File: config.mk
export PLATFORM = sky130hd
export DESIGN_NAME = id_ex_stage_flat
export DESIGN_NICKNAME = d
export VERILOG_FILES = /design/src/rtl/id_ex_if.sv /design/src/rtl/id_ex_stage.sv /design/src/flat_wrapper.sv
export SDC_FILE = /design/constraint.sdc
export NUM_CORES = 1
export LEC_CHECK = 0
export ABC_AREA = 1
export CAP_MARGIN = 0
export CELL_PAD_IN_SITES_DETAIL_PLACEMENT = 1
export CELL_PAD_IN_SITES_GLOBAL_PLACEMENT = 2
export CORE_MARGIN = 2
export CORE_UTILIZATION = 25
export CTS_BUF_LIST = sky130_fd_sc_hd__clkbuf_4 sky130_fd_sc_hd__clkbuf_8
export CTS_CLUSTER_DIAMETER = 80
export DETAILED_ROUTE_END_ITERATION = 10
export MAX_ROUTING_LAYER = met4
export PLACE_DENSITY = 0.94
export SYNTH_ARGS = -nofsm -noshare
export SYNTH_HDL_FRONTEND = slang
export SYNTH_SLANG_ARGS = --single-unit
File: constraint.sdc
create_clock -name clk -period 1.9 [get_ports clk]
set_input_delay 0.38 -clock clk [delete_from_list [all_inputs] [get_ports clk]]
set_output_delay 0.38 -clock clk [all_outputs]
set_load 0.01 [all_outputs]
File: src/rtl/id_ex_if.sv
// ID -> EX bundle for the ID/EX pipeline register.
//   id_* : decoded control bits, operands and register specifiers presented by ID
//   ex_* : registered copy of the id_* bundle, plus ex_valid (0 = bubble)
// Modports:
//   master : the decode side, which drives id_* and observes ex_*
//   slave  : the id_ex_stage, which samples id_* and drives ex_*
interface id_ex_if;
    logic        id_branch, id_reg_write, id_mem_read, id_mem_write;
    logic        id_alu_src_a, id_alu_src_b, id_lui_op;
    logic [1:0]  id_reg_dst, id_mem_to_reg, id_pc_source;
    logic [31:0] id_pc_plus4, id_rs_data, id_rt_data, id_imm_ext;
    logic [4:0]  id_rs, id_rt, id_rd, id_shamt;
    logic [5:0]  id_opcode, id_funct;

    logic        ex_branch, ex_reg_write, ex_mem_read, ex_mem_write;
    logic        ex_alu_src_a, ex_alu_src_b, ex_lui_op;
    logic [1:0]  ex_reg_dst, ex_mem_to_reg, ex_pc_source;
    logic [31:0] ex_pc_plus4, ex_rs_data, ex_rt_data, ex_imm_ext;
    logic [4:0]  ex_rs, ex_rt, ex_rd, ex_shamt;
    logic [5:0]  ex_opcode, ex_funct;
    logic        ex_valid;

    modport master (
        output id_branch, id_reg_write, id_mem_read, id_mem_write,
               id_alu_src_a, id_alu_src_b, id_lui_op,
               id_reg_dst, id_mem_to_reg, id_pc_source,
               id_pc_plus4, id_rs_data, id_rt_data, id_imm_ext,
               id_rs, id_rt, id_rd, id_shamt, id_opcode, id_funct,
        input  ex_branch, ex_reg_write, ex_mem_read, ex_mem_write,
               ex_alu_src_a, ex_alu_src_b, ex_lui_op,
               ex_reg_dst, ex_mem_to_reg, ex_pc_source,
               ex_pc_plus4, ex_rs_data, ex_rt_data, ex_imm_ext,
               ex_rs, ex_rt, ex_rd, ex_shamt, ex_opcode, ex_funct, ex_valid
    );

    modport slave (
        input  id_branch, id_reg_write, id_mem_read, id_mem_write,
               id_alu_src_a, id_alu_src_b, id_lui_op,
               id_reg_dst, id_mem_to_reg, id_pc_source,
               id_pc_plus4, id_rs_data, id_rt_data, id_imm_ext,
               id_rs, id_rt, id_rd, id_shamt, id_opcode, id_funct,
        output ex_branch, ex_reg_write, ex_mem_read, ex_mem_write,
               ex_alu_src_a, ex_alu_src_b, ex_lui_op,
               ex_reg_dst, ex_mem_to_reg, ex_pc_source,
               ex_pc_plus4, ex_rs_data, ex_rt_data, ex_imm_ext,
               ex_rs, ex_rt, ex_rd, ex_shamt, ex_opcode, ex_funct, ex_valid
    );
endinterface

File: src/rtl/id_ex_stage.sv
// ID/EX pipeline register with load-use hazard detection for the 5-stage MIPS core.
// Ports:
//   clk, reset_n : rising-edge clock, asynchronous active-low reset
//   hold         : global freeze; every register keeps its value
//   flush_ex     : taken branch in EX; the ID instruction is replaced by a bubble
//   bus          : id_ex_if.slave, id_* in / ex_* + ex_valid out
//   stall_id     : combinational request to hold PC and IF/ID
//   stall_cnt    : saturating count of load-use bubbles inserted
//   flush_cnt    : saturating count of flushes applied
module id_ex_stage #(
    parameter int CNT_W = 16
) (
    input  logic             clk,
    input  logic             reset_n,
    input  logic             hold,
    input  logic             flush_ex,
    id_ex_if.slave           bus,
    output logic             stall_id,
    output logic [CNT_W-1:0] stall_cnt,
    output logic [CNT_W-1:0] flush_cnt
);
    typedef struct packed {
        logic        branch, reg_write, mem_read, mem_write;
        logic        alu_src_a, alu_src_b, lui_op;
        logic [1:0]  reg_dst, mem_to_reg, pc_source;
        logic [31:0] pc_plus4, rs_data, rt_data, imm_ext;
        logic [4:0]  rs, rt, rd, shamt;
        logic [5:0]  opcode, funct;
    } ex_word_t;

    localparam logic [CNT_W-1:0] CNT_ONE = {{(CNT_W-1){1'b0}}, 1'b1};

    ex_word_t         id_word, ex_q, ex_d;
    logic             ex_valid_q, ex_valid_d;
    logic [CNT_W-1:0] stall_cnt_q, stall_cnt_d, flush_cnt_q, flush_cnt_d;
    logic             uses_rs, uses_rt, load_use;

    always_comb begin
        id_word.branch     = bus.id_branch;
        id_word.reg_write  = bus.id_reg_write;
        id_word.mem_read   = bus.id_mem_read;
        id_word.mem_write  = bus.id_mem_write;
        id_word.alu_src_a  = bus.id_alu_src_a;
        id_word.alu_src_b  = bus.id_alu_src_b;
        id_word.lui_op     = bus.id_lui_op;
        id_word.reg_dst    = bus.id_reg_dst;
        id_word.mem_to_reg = bus.id_mem_to_reg;
        id_word.pc_source  = bus.id_pc_source;
        id_word.pc_plus4   = bus.id_pc_plus4;
        id_word.rs_data    = bus.id_rs_data;
        id_word.rt_data    = bus.id_rt_data;
        id_word.imm_ext    = bus.id_imm_ext;
        id_word.rs         = bus.id_rs;
        id_word.rt         = bus.id_rt;
        id_word.rd         = bus.id_rd;
        id_word.shamt      = bus.id_shamt;
        id_word.opcode     = bus.id_opcode;
        id_word.funct      = bus.id_funct;
    end

    // Jumps, LUI and shift-by-shamt do not read rs; stores read rt even with an immediate.
    assign uses_rs  = (bus.id_pc_source != 2'b01) & ~bus.id_lui_op & ~bus.id_alu_src_a;
    assign uses_rt  = ~bus.id_alu_src_b | bus.id_mem_write;
    // A load writing $0 produces nothing to wait for.
    assign load_use = ex_valid_q & ex_q.mem_read & (ex_q.rt != 5'd0) &
                      ((uses_rs & (ex_q.rt == bus.id_rs)) |
                       (uses_rt & (ex_q.rt == bus.id_rt)));
    // A flush discards the ID instruction, so there is nothing left to hold for.
    assign stall_id = hold | (load_use & ~flush_ex);

    // NOTE: every signal written here gets a default first, so no latch can be inferred.
    always_comb begin
        ex_d        = ex_q;
        ex_valid_d  = ex_valid_q;
        stall_cnt_d = stall_cnt_q;
        flush_cnt_d = flush_cnt_q;
        if (!hold) begin
            if (flush_ex) begin
                ex_d        = '0;
                ex_valid_d  = 1'b0;
                flush_cnt_d = (flush_cnt_q == '1) ? flush_cnt_q : flush_cnt_q + CNT_ONE;
            end else if (load_use) begin
                // ID is frozen by stall_id; the bubble's mem_read=0 lets it pass next cycle.
                ex_d        = '0;
                ex_valid_d  = 1'b0;
                stall_cnt_d = (stall_cnt_q == '1) ? stall_cnt_q : stall_cnt_q + CNT_ONE;
            end else begin
                ex_d        = id_word;
                ex_valid_d  = 1'b1;
            end
        end
    end

    // NOTE: sequential state uses non-blocking assignments so all registers update together.
    always_ff @(posedge clk or negedge reset_n) begin
        if (!reset_n) begin
            ex_q        <= '0;
            ex_valid_q  <= 1'b0;
            stall_cnt_q <= '0;
            flush_cnt_q <= '0;
        end else begin
            ex_q        <= ex_d;
            ex_valid_q  <= ex_valid_d;
            stall_cnt_q <= stall_cnt_d;
            flush_cnt_q <= flush_cnt_d;
        end
    end

    assign bus.ex_branch     = ex_q.branch;
    assign bus.ex_reg_write  = ex_q.reg_write;
    assign bus.ex_mem_read   = ex_q.mem_read;
    assign bus.ex_mem_write  = ex_q.mem_write;
    assign bus.ex_alu_src_a  = ex_q.alu_src_a;
    assign bus.ex_alu_src_b  = ex_q.alu_src_b;
    assign bus.ex_lui_op     = ex_q.lui_op;
    assign bus.ex_reg_dst    = ex_q.reg_dst;
    assign bus.ex_mem_to_reg = ex_q.mem_to_reg;
    assign bus.ex_pc_source  = ex_q.pc_source;
    assign bus.ex_pc_plus4   = ex_q.pc_plus4;
    assign bus.ex_rs_data    = ex_q.rs_data;
    assign bus.ex_rt_data    = ex_q.rt_data;
    assign bus.ex_imm_ext    = ex_q.imm_ext;
    assign bus.ex_rs         = ex_q.rs;
    assign bus.ex_rt         = ex_q.rt;
    assign bus.ex_rd         = ex_q.rd;
    assign bus.ex_shamt      = ex_q.shamt;
    assign bus.ex_opcode     = ex_q.opcode;
    assign bus.ex_funct      = ex_q.funct;
    assign bus.ex_valid      = ex_valid_q;
    assign stall_cnt         = stall_cnt_q;
    assign flush_cnt         = flush_cnt_q;
endmodule

File: src/flat_wrapper.sv
// flat-port wrapper written by rule: the top's interface ports become plain ports
module id_ex_stage_flat 
#(
    parameter int CNT_W = 16
)
  (clk, reset_n, hold, flush_ex, stall_id, stall_cnt, flush_cnt, bus_id_branch, bus_id_reg_write, bus_id_mem_read, bus_id_mem_write, bus_id_alu_src_a, bus_id_alu_src_b, bus_id_lui_op, bus_id_reg_dst, bus_id_mem_to_reg, bus_id_pc_source, bus_id_pc_plus4, bus_id_rs_data, bus_id_rt_data, bus_id_imm_ext, bus_id_rs, bus_id_rt, bus_id_rd, bus_id_shamt, bus_id_opcode, bus_id_funct, bus_ex_branch, bus_ex_reg_write, bus_ex_mem_read, bus_ex_mem_write, bus_ex_alu_src_a, bus_ex_alu_src_b, bus_ex_lui_op, bus_ex_reg_dst, bus_ex_mem_to_reg, bus_ex_pc_source, bus_ex_pc_plus4, bus_ex_rs_data, bus_ex_rt_data, bus_ex_imm_ext, bus_ex_rs, bus_ex_rt, bus_ex_rd, bus_ex_shamt, bus_ex_opcode, bus_ex_funct, bus_ex_valid);
  id_ex_if bus_i ();
  input  logic clk;
  input  logic reset_n;
  input  logic hold;
  input  logic flush_ex;
  output logic stall_id;
  output logic [CNT_W-1:0] stall_cnt;
  output logic [CNT_W-1:0] flush_cnt;
  input wire logic [$bits(bus_i.id_branch)-1:0] bus_id_branch;
  input wire logic [$bits(bus_i.id_reg_write)-1:0] bus_id_reg_write;
  input wire logic [$bits(bus_i.id_mem_read)-1:0] bus_id_mem_read;
  input wire logic [$bits(bus_i.id_mem_write)-1:0] bus_id_mem_write;
  input wire logic [$bits(bus_i.id_alu_src_a)-1:0] bus_id_alu_src_a;
  input wire logic [$bits(bus_i.id_alu_src_b)-1:0] bus_id_alu_src_b;
  input wire logic [$bits(bus_i.id_lui_op)-1:0] bus_id_lui_op;
  input wire logic [$bits(bus_i.id_reg_dst)-1:0] bus_id_reg_dst;
  input wire logic [$bits(bus_i.id_mem_to_reg)-1:0] bus_id_mem_to_reg;
  input wire logic [$bits(bus_i.id_pc_source)-1:0] bus_id_pc_source;
  input wire logic [$bits(bus_i.id_pc_plus4)-1:0] bus_id_pc_plus4;
  input wire logic [$bits(bus_i.id_rs_data)-1:0] bus_id_rs_data;
  input wire logic [$bits(bus_i.id_rt_data)-1:0] bus_id_rt_data;
  input wire logic [$bits(bus_i.id_imm_ext)-1:0] bus_id_imm_ext;
  input wire logic [$bits(bus_i.id_rs)-1:0] bus_id_rs;
  input wire logic [$bits(bus_i.id_rt)-1:0] bus_id_rt;
  input wire logic [$bits(bus_i.id_rd)-1:0] bus_id_rd;
  input wire logic [$bits(bus_i.id_shamt)-1:0] bus_id_shamt;
  input wire logic [$bits(bus_i.id_opcode)-1:0] bus_id_opcode;
  input wire logic [$bits(bus_i.id_funct)-1:0] bus_id_funct;
  output wire logic [$bits(bus_i.ex_branch)-1:0] bus_ex_branch;
  output wire logic [$bits(bus_i.ex_reg_write)-1:0] bus_ex_reg_write;
  output wire logic [$bits(bus_i.ex_mem_read)-1:0] bus_ex_mem_read;
  output wire logic [$bits(bus_i.ex_mem_write)-1:0] bus_ex_mem_write;
  output wire logic [$bits(bus_i.ex_alu_src_a)-1:0] bus_ex_alu_src_a;
  output wire logic [$bits(bus_i.ex_alu_src_b)-1:0] bus_ex_alu_src_b;
  output wire logic [$bits(bus_i.ex_lui_op)-1:0] bus_ex_lui_op;
  output wire logic [$bits(bus_i.ex_reg_dst)-1:0] bus_ex_reg_dst;
  output wire logic [$bits(bus_i.ex_mem_to_reg)-1:0] bus_ex_mem_to_reg;
  output wire logic [$bits(bus_i.ex_pc_source)-1:0] bus_ex_pc_source;
  output wire logic [$bits(bus_i.ex_pc_plus4)-1:0] bus_ex_pc_plus4;
  output wire logic [$bits(bus_i.ex_rs_data)-1:0] bus_ex_rs_data;
  output wire logic [$bits(bus_i.ex_rt_data)-1:0] bus_ex_rt_data;
  output wire logic [$bits(bus_i.ex_imm_ext)-1:0] bus_ex_imm_ext;
  output wire logic [$bits(bus_i.ex_rs)-1:0] bus_ex_rs;
  output wire logic [$bits(bus_i.ex_rt)-1:0] bus_ex_rt;
  output wire logic [$bits(bus_i.ex_rd)-1:0] bus_ex_rd;
  output wire logic [$bits(bus_i.ex_shamt)-1:0] bus_ex_shamt;
  output wire logic [$bits(bus_i.ex_opcode)-1:0] bus_ex_opcode;
  output wire logic [$bits(bus_i.ex_funct)-1:0] bus_ex_funct;
  output wire logic [$bits(bus_i.ex_valid)-1:0] bus_ex_valid;
  assign bus_i.id_branch = bus_id_branch;
  assign bus_i.id_reg_write = bus_id_reg_write;
  assign bus_i.id_mem_read = bus_id_mem_read;
  assign bus_i.id_mem_write = bus_id_mem_write;
  assign bus_i.id_alu_src_a = bus_id_alu_src_a;
  assign bus_i.id_alu_src_b = bus_id_alu_src_b;
  assign bus_i.id_lui_op = bus_id_lui_op;
  assign bus_i.id_reg_dst = bus_id_reg_dst;
  assign bus_i.id_mem_to_reg = bus_id_mem_to_reg;
  assign bus_i.id_pc_source = bus_id_pc_source;
  assign bus_i.id_pc_plus4 = bus_id_pc_plus4;
  assign bus_i.id_rs_data = bus_id_rs_data;
  assign bus_i.id_rt_data = bus_id_rt_data;
  assign bus_i.id_imm_ext = bus_id_imm_ext;
  assign bus_i.id_rs = bus_id_rs;
  assign bus_i.id_rt = bus_id_rt;
  assign bus_i.id_rd = bus_id_rd;
  assign bus_i.id_shamt = bus_id_shamt;
  assign bus_i.id_opcode = bus_id_opcode;
  assign bus_i.id_funct = bus_id_funct;
  assign bus_ex_branch = bus_i.ex_branch;
  assign bus_ex_reg_write = bus_i.ex_reg_write;
  assign bus_ex_mem_read = bus_i.ex_mem_read;
  assign bus_ex_mem_write = bus_i.ex_mem_write;
  assign bus_ex_alu_src_a = bus_i.ex_alu_src_a;
  assign bus_ex_alu_src_b = bus_i.ex_alu_src_b;
  assign bus_ex_lui_op = bus_i.ex_lui_op;
  assign bus_ex_reg_dst = bus_i.ex_reg_dst;
  assign bus_ex_mem_to_reg = bus_i.ex_mem_to_reg;
  assign bus_ex_pc_source = bus_i.ex_pc_source;
  assign bus_ex_pc_plus4 = bus_i.ex_pc_plus4;
  assign bus_ex_rs_data = bus_i.ex_rs_data;
  assign bus_ex_rt_data = bus_i.ex_rt_data;
  assign bus_ex_imm_ext = bus_i.ex_imm_ext;
  assign bus_ex_rs = bus_i.ex_rs;
  assign bus_ex_rt = bus_i.ex_rt;
  assign bus_ex_rd = bus_i.ex_rd;
  assign bus_ex_shamt = bus_i.ex_shamt;
  assign bus_ex_opcode = bus_i.ex_opcode;
  assign bus_ex_funct = bus_i.ex_funct;
  assign bus_ex_valid = bus_i.ex_valid;
  id_ex_stage #(.CNT_W(CNT_W)) u_core (.clk(clk), .reset_n(reset_n), .hold(hold), .flush_ex(flush_ex), .bus(bus_i), .stall_id(stall_id), .stall_cnt(stall_cnt), .flush_cnt(flush_cnt));
endmodule
==> impl_metrics.yaml, run 1 <==
placed_design:
  port-buffer-count: 383
  dpl-instance-area_mm2: 0.0141
  dp_hpwl_um: 24900
  gp_congestion: 0.823
yosys:
  synth_ff_type: "dfrtp_1"
  synth_top_area_share_pct: 56.1
  syn_area_mm2: 0.00919
  synth_seq_area_share_pct: 56.1
  synth_top_area_cell: "dfrtp_1"
  async_reset_ff_share_pct: 100
  synth_edf_count: 0
  avgSynthCellArea_um2: 8.92
  ys_types: 27
  synth_nets: 1209
  synthCells: 1030
  synth_warnings: 0
  synth_area_leaders: "dfrtp_1, nand2_1, nand3_2"
  ys_seq_elements: 206
  synth_top_cells_by_count: "nand2_1, dfrtp_1, nand3_1"
  synth.most_common_cell: "nand2_1"
sta:
  timing.fmax_mhz: 462
  setup_viol: 168
  rsz0062_at_grt: "true"
  hold_viol_final: 0
  tightest_slew_ns: 0.607
  slew_headroom_pct: 59.5
  min_period_ns: 2.16
  finClkSkew_ns: 0.0233
  finalCritPeriodShare_pct: 114
  slew_viol_final: 0
  finalSetupTns_ns: -18.44
  finalWorstSetupSlack_ns: -0.265
power:
  p_leak_nw: 8.49
  power_density_mw_per_mm2: 743
  internal_power_mw: 8.63
  peakVddDrop_uv: 446
  clkPwrFrac_pct: 39.6
  combPwrFrac_pct: 18.6
  power_frac_seq_pct: 41.8
  p_sw_share_pct: 27.7
  power_switching_mw: 3.31
routing:
  routed_wl_um: 37600
  drc: 0
  first_pass_iters: 4
  drtIter0Drc: 263
  routed-via-count: 9224
  via_per_inst: 4.57
  wl_per_cell_um: 18.6
  ant_nets: 0
critical_path:
  crit_type: "flip-flop to output pin"
  crit_chain: "buf_6, nor2_2, nand4_1, nand3_1, inv_2, nand3_2, nand2_1, buf_2"
  cp_top_family: "simple AND/OR/NAND/NOR gates"
  cp_data_required_time_ns: 1.52
  critPathSlowestCell: "dfrtp_2"
  slowest_delay_ns: 0.45
  critical_path_arrival_ns: 1.78
  crit_fanout: 6
  critPathLaunchType: "flip-flop"
  critPathCaptureType: "output pin"
  path_buf_inv: 3
run:
  cap_violations: 0
global_route:
  grt_pass1_wl_um: 53600
  grt_use_total_pct: 18.3
  grt_max_degree: 127
  grt_antenna_before_repair: 0
  first_global_vias: 9755
  overflow: 0
floorplanning:
  die_w_um: 196
  start_util_pct: 25.2
  fp.dieH_um: 196
  die_area_mm2: 0.0383
  core_mm2: 0.0364
  io_pins: 384
  rows: 70
cts:
  clock-sinks: 206
  clockBufferDepth: 3
  numCtsBuffers: 40
  root_buffer: "clkbuf_8"
  cts.clk_slew.worst_paths_ns: 0.06
  cts_max_level: 2
  cts_tree: "yes"
  insertion_delay_ns: 0.56
run_status:
  violations: "setup timing"
  status: "finished with violations"
cells_and_area:
  insertedDiodeCount: 0
  fin_util_pct: 44.1
  area_growth_pct: 74.8
  finalInstanceArea_mm2: 0.0161
  drive_gt1_share_pct: 24.5
  nets: 1701
  fill_cells: 4193
hold_path:
  hp-class: "input port to async pin"
## layer usage
metal	global-route usage [%]	vias up	share of wire (%)
met2	29.4	327	49
met5	-	-	0
met4	8.73	0	3.8
met1	21.2	4536	40
li1	-	4263	-
met3	4.99	98	6.7
## worst reg2reg max path, stage by stage (launching register included)
cell     delay (ns)
dfrtp_2        0.45
buf_6          0.13
nor2_2         0.08
nand4_1        0.14
nand3_1        0.12
inv_2          0.05
buf_4          0.12
buf_4          0.12
buf_6          0.12
nand2_8        0.13
buf_12         0.13
buf_12         0.14
buf_12         0.14
nand3_2        0.08
nand2_1        0.08
## final timing paths
kind / from / endpoint / slack, ns / depth (start not counted)
worst max-delay path: u_core.bus.ex_rt[0] / stall_id / -0.26 / 8
worst min-delay path: reset_n / u_core.stall_cnt[13] / 0.37 / 2
worst max register to register: u_core.bus.ex_rt[0] / u_core.bus.ex_rs_data[3] / -0.19 / 14
worst min register to register: u_core.bus.ex_funct[0] / u_core.bus.ex_funct[0] / 0.47 / 2
max in group asynchronous: reset_n / u_core.bus.ex_rt[1] / 0.91 / 3
min in group clk: bus_id_rt_data[4] / u_core.bus.ex_rt_data[4] / 0.37 / 3
## final cells by class
class | instances | area (um^2) | area share [%]
Clock buffer | 63 | 786 | 4.89
Clock inverter | 7 | 65.1 | 0.405
Inverter | 36 | 135 | 0.841
Multi-Input combinational cell | 732 | 4020 | 25.0
Sequential cell | 206 | 5170 | 32.2
Tap cell | 468 | 586 | 3.65
Timing Repair Buffer | 506 | 5300 | 33.0
## repair_timing
action | in CTS | in global routing
setup endpoints to repair | 161 | 202
resized for setup | 194 | 156
pin swaps | 4 | 38
hold buffers | 1 | 0
buffers inserted | 7 | 21
gates cloned | 0 | 19
hold endpoints to repair | 35 | 0
## layout by cell type, fill, tap and decap left out, types with 4 or more instances in the layout
cell type	n
nand2_2	24
dfrtp_2	12
o21ai_0	7
clkdlybuf4s50_1	200
nand3_2	111
buf_6	11
xor2_1	15
dfrtp_1	194
dlymetal6s2s_1	21
nand3_4	11
clkinv_2	4
dlygate4sd2_1	156
inv_2	6
clkbuf_8	51
nand3_1	53
nor2_2	4
nand4_1	5
o21ai_2	7
clkbuf_16	14
clkbuf_4	13
nor2_1	35
inv_1	29
nand2_1	430
xnor2_1	10
buf_12	27
buf_4	63
buf_8	7
nor3_1	7
## per-stage QoR
stage | instances | worst slack (ns) | hold WS, ns | total power, mW
after floorplan | 1030 | 0.177 | 0.0844 | 5.75
after global placement | 1902 | -0.509 | 0.384 | 7.30
after detailed placement | 1902 | -0.543 | 0.380 | 7.36
after CTS | 1980 | -0.279 | 0.285 | 12.0
after global routing | 2018 | -0.417 | 0.323 | 12.5
final | 2018 | -0.265 | 0.372 | 11.9
## logic make-up (layout without fill, tap and decap cells)
group | after synthesis | count (layout) | share of synthesized area [%]
AOI/OAI and AO/OA | 21 | 21 | 1.20
xor gates and xnor gates | 25 | 25 | 2.38
adders and majority gates | 2 | 2 | 0.272
buffers and inverters | 92 | 612 | 4.79
DFF | 206 | 206 | 56.1
and+or+nand+nor | 684 | 684 | 35.3
## power groups by stage
stage	Sequential [mW]	Clock, mW	Combinational, mW
6_report	4.99	4.73	2.22
3_5_place_dp	5.07	0	2.30
2_1_floorplan	5.21	0	0.540
5_1_grt	5.04	5.10	2.40
4_1_cts	4.99	4.91	2.13
3_3_place_gp	5.05	0	2.25
(Power assumes the default switching activity.)
==> run 2, diff against run 1 <==
==> constraint.sdc (replaced) <==
create_clock -name clk -period 2.44 [get_ports clk]
set_input_delay 0.488 -clock clk [delete_from_list [all_inputs] [get_ports clk]]
set_output_delay 0.488 -clock clk [all_outputs]
set_load 0.01 [all_outputs]
==> run 2 against run 1 <==
The flow now finishes without violations. Clock skew about the same. Worst setup slack better by 0.42 ns. First-iteration DRC count down 1.5%. Non-clock buffer count decreased by 79. Die area is the same. Sequential power is 22% lower. Combinational power is 23% lower. Sequential cell count stayed put. Utilization down 3.9 points. Critical path type is now input port to output pin. Critical endpoint unchanged. Largest power group unchanged.
==> impl_metrics.yaml, run 2 (synthesis results as in run 1) <==
cells_and_area:
  fill_cells: 4269
  area_growth_pct: 59.2
  insertedDiodeCount: 0
  final_common_cell: "nand2_1"
  drive_gt1_share_pct: 14.4
  finalInstanceArea_mm2: 0.0146
  nets: 1622
  layout_common_cells: "nand2_1, clkdlybuf4s50_1, dfrtp_1"
routing:
  routed_wl_um: 33500
  via_per_inst: 4.50
  drtIter0Drc: 259
  routed-via-count: 8735
  ant_nets: 0
  drc: 0
  wl_per_cell_um: 17.3
  first_pass_iters: 6
sta:
  timing.fmax_mhz: 438
  rsz0062_at_grt: "false"
  tightest_slew_ns: 0.630
  finalSetupTns_ns: 0
  min_period_ns: 2.28
  finClkSkew_ns: 0.0236
  slew_viol_final: 0
  setup_viol: 0
  finalCritPeriodShare_pct: 93.6
  hold_viol_final: 0
  slew_headroom_pct: 58.0
  whs_ns: 0.242
placed_design:
  dpl-instance-area_mm2: 0.0138
  port-buffer-count: 383
  dp_hpwl_um: 24000
  gp_congestion: 0.836
global_route:
  first_global_vias: 9588
  grt_pass1_wl_um: 52700
  grt_use_total_pct: 17.9
  grt_max_degree: 125
  grt_antenna_before_repair: 0
  overflow: 0
cts:
  cts.clk_slew.worst_paths_ns: 0.06
  root_buffer: "clkbuf_8"
  cts_tree: "yes"
  numCtsBuffers: 40
  clockBufferDepth: 3
  insertion_delay_ns: 0.57
  clock-sinks: 206
  cts_max_level: 2
critical_path:
  critPathSlowestCell: "clkdlybuf4s50_1"
  critical_path.most_common_cell: "nand2_1"
  critical_path_arrival_ns: 1.80
  critPathLaunch: "bus_id_alu_src_b"
  slowest_delay_ns: 0.52
  path_buf_inv: 2
  cp_data_required_time_ns: 1.95
  cp_top_family: "buffers and inverters"
  critPathCaptureType: "output pin"
  crit_fanout: 2
  critPathLaunchType: "input port"
  crit_type: "input port to output pin"
  crit_chain: "clkdlybuf4s50_1, nand2_1, nand2_1, nor2_1, nand3_1, nand2_2, nand3_2, nand2_1, buf_2"
  r2r_start: "u_core.stall_cnt[0]"
power:
  combPwrFrac_pct: 18.4
  power_density_mw_per_mm2: 630
  p_leak_nw: 6.95
  power_frac_seq_pct: 42.2
  peakVddDrop_uv: 400
  internal_power_mw: 6.74
  power_switching_mw: 2.48
  p_sw_share_pct: 26.9
  clkPwrFrac_pct: 39.3
floorplanning:
  rows: 70
  start_util_pct: 25.2
  io_pins: 384
  die_w_um: 196
  core_mm2: 0.0364
  die_area_mm2: 0.0383
  fp.dieH_um: 196
run:
  cap_violations: 0
hold_path:
  hp-class: "input port to flip-flop"
  min_from: "hold"
run_status:
  status: "complete, no violations"
[run 2: metal layers]
| metal | GRT usage (%) | up-vias | wire, um |
|---|---|---|---|
| li1 | - | 4104 | - |
| met1 | 21.1 | 4279 | 13900 |
| met4 | 7.41 | 0 | 1100 |
| met2 | 29.5 | 290 | 16300 |
| met5 | - | - | 0 |
| met3 | 4.35 | 62 | 2240 |
[run 2: area by class of cell]
type                       instances  area (um^2)  share of cell area, %
sequential                       206         5160                   35.3
tap                              468          586                   4.00
inverter                          36          135                  0.924
timing repair buffer             427         4300                   29.4
clock inverter                     3         20.0                  0.137
multi-input combinational        732         3610                   24.7
clock buffer                      68          823                   5.63
[run 2: metrics by stage]
step                      instances  power, mW  utilization, %  setup WS [ns]
final                          1940       9.22            40.2          0.157
after floorplan                1030       4.48               -          0.717
after global placement         1865       5.62            37.7         -0.194
after CTS                      1938       9.40            40.1        0.00659
after global routing           1940       9.69            40.2         0.0404
after detailed placement       1865       5.66            37.7         -0.235
[run 2: worst paths after layout]
path | slack (ns) | cells after the start | endpoint
max in group asynchronous | 1.29 | 3 | u_core.bus.ex_imm_ext[21]
worst min-delay path | 0.24 | 3 | u_core.bus.ex_reg_write
worst max-delay path | 0.16 | 9 | stall_id
min in group asynchronous | 0.43 | 2 | u_core.stall_cnt[13]
worst max register to register | 0.63 | 10 | u_core.stall_cnt[5]
worst min register to register | 0.47 | 2 | u_core.bus.ex_rt_data[11]
[run 2: power by group through the flow]
stage / Combinational [mW] / Sequential (mW) / Clock, mW
global placement: 1.68 / 3.94 / 0
CTS: 1.73 / 3.90 / 3.77
global route: 1.84 / 3.93 / 3.92
detailed placement: 1.71 / 3.95 / 0
floorplan: 0.421 / 4.05 / 0
finish: 1.70 / 3.90 / 3.62
[run 2: tightest hold or removal path, cell delays in order]
cell     delay (ns)
buf_4          0.17
nand2_1        0.07
nand2_1        0.05
[run 2: what timing repair did]
action | CTS | global route
endpoints found under the hold margin | 38 | 0
setup buffers | 1 | 2
cloned | 0 | 0
pin swaps | 0 | 3
setup endpoints to repair | 1 | 1
hold buffers | 1 | 0
resized for setup | 5 | 2
==> run 3, diff against run 2 <==
--- a/config.mk
+++ b/config.mk
@@ -12,7 +12,6 @@
 export CORE_MARGIN = 2
 export CORE_UTILIZATION = 25
 export CTS_BUF_LIST = sky130_fd_sc_hd__clkbuf_4 sky130_fd_sc_hd__clkbuf_8
-export CTS_CLUSTER_DIAMETER = 80
 export DETAILED_ROUTE_END_ITERATION = 10
 export MAX_ROUTING_LAYER = met4
 export PLACE_DENSITY = 0.94
==> results of run 3 <==
The final DEF is identical to that of run 2; final timing and power are the same.
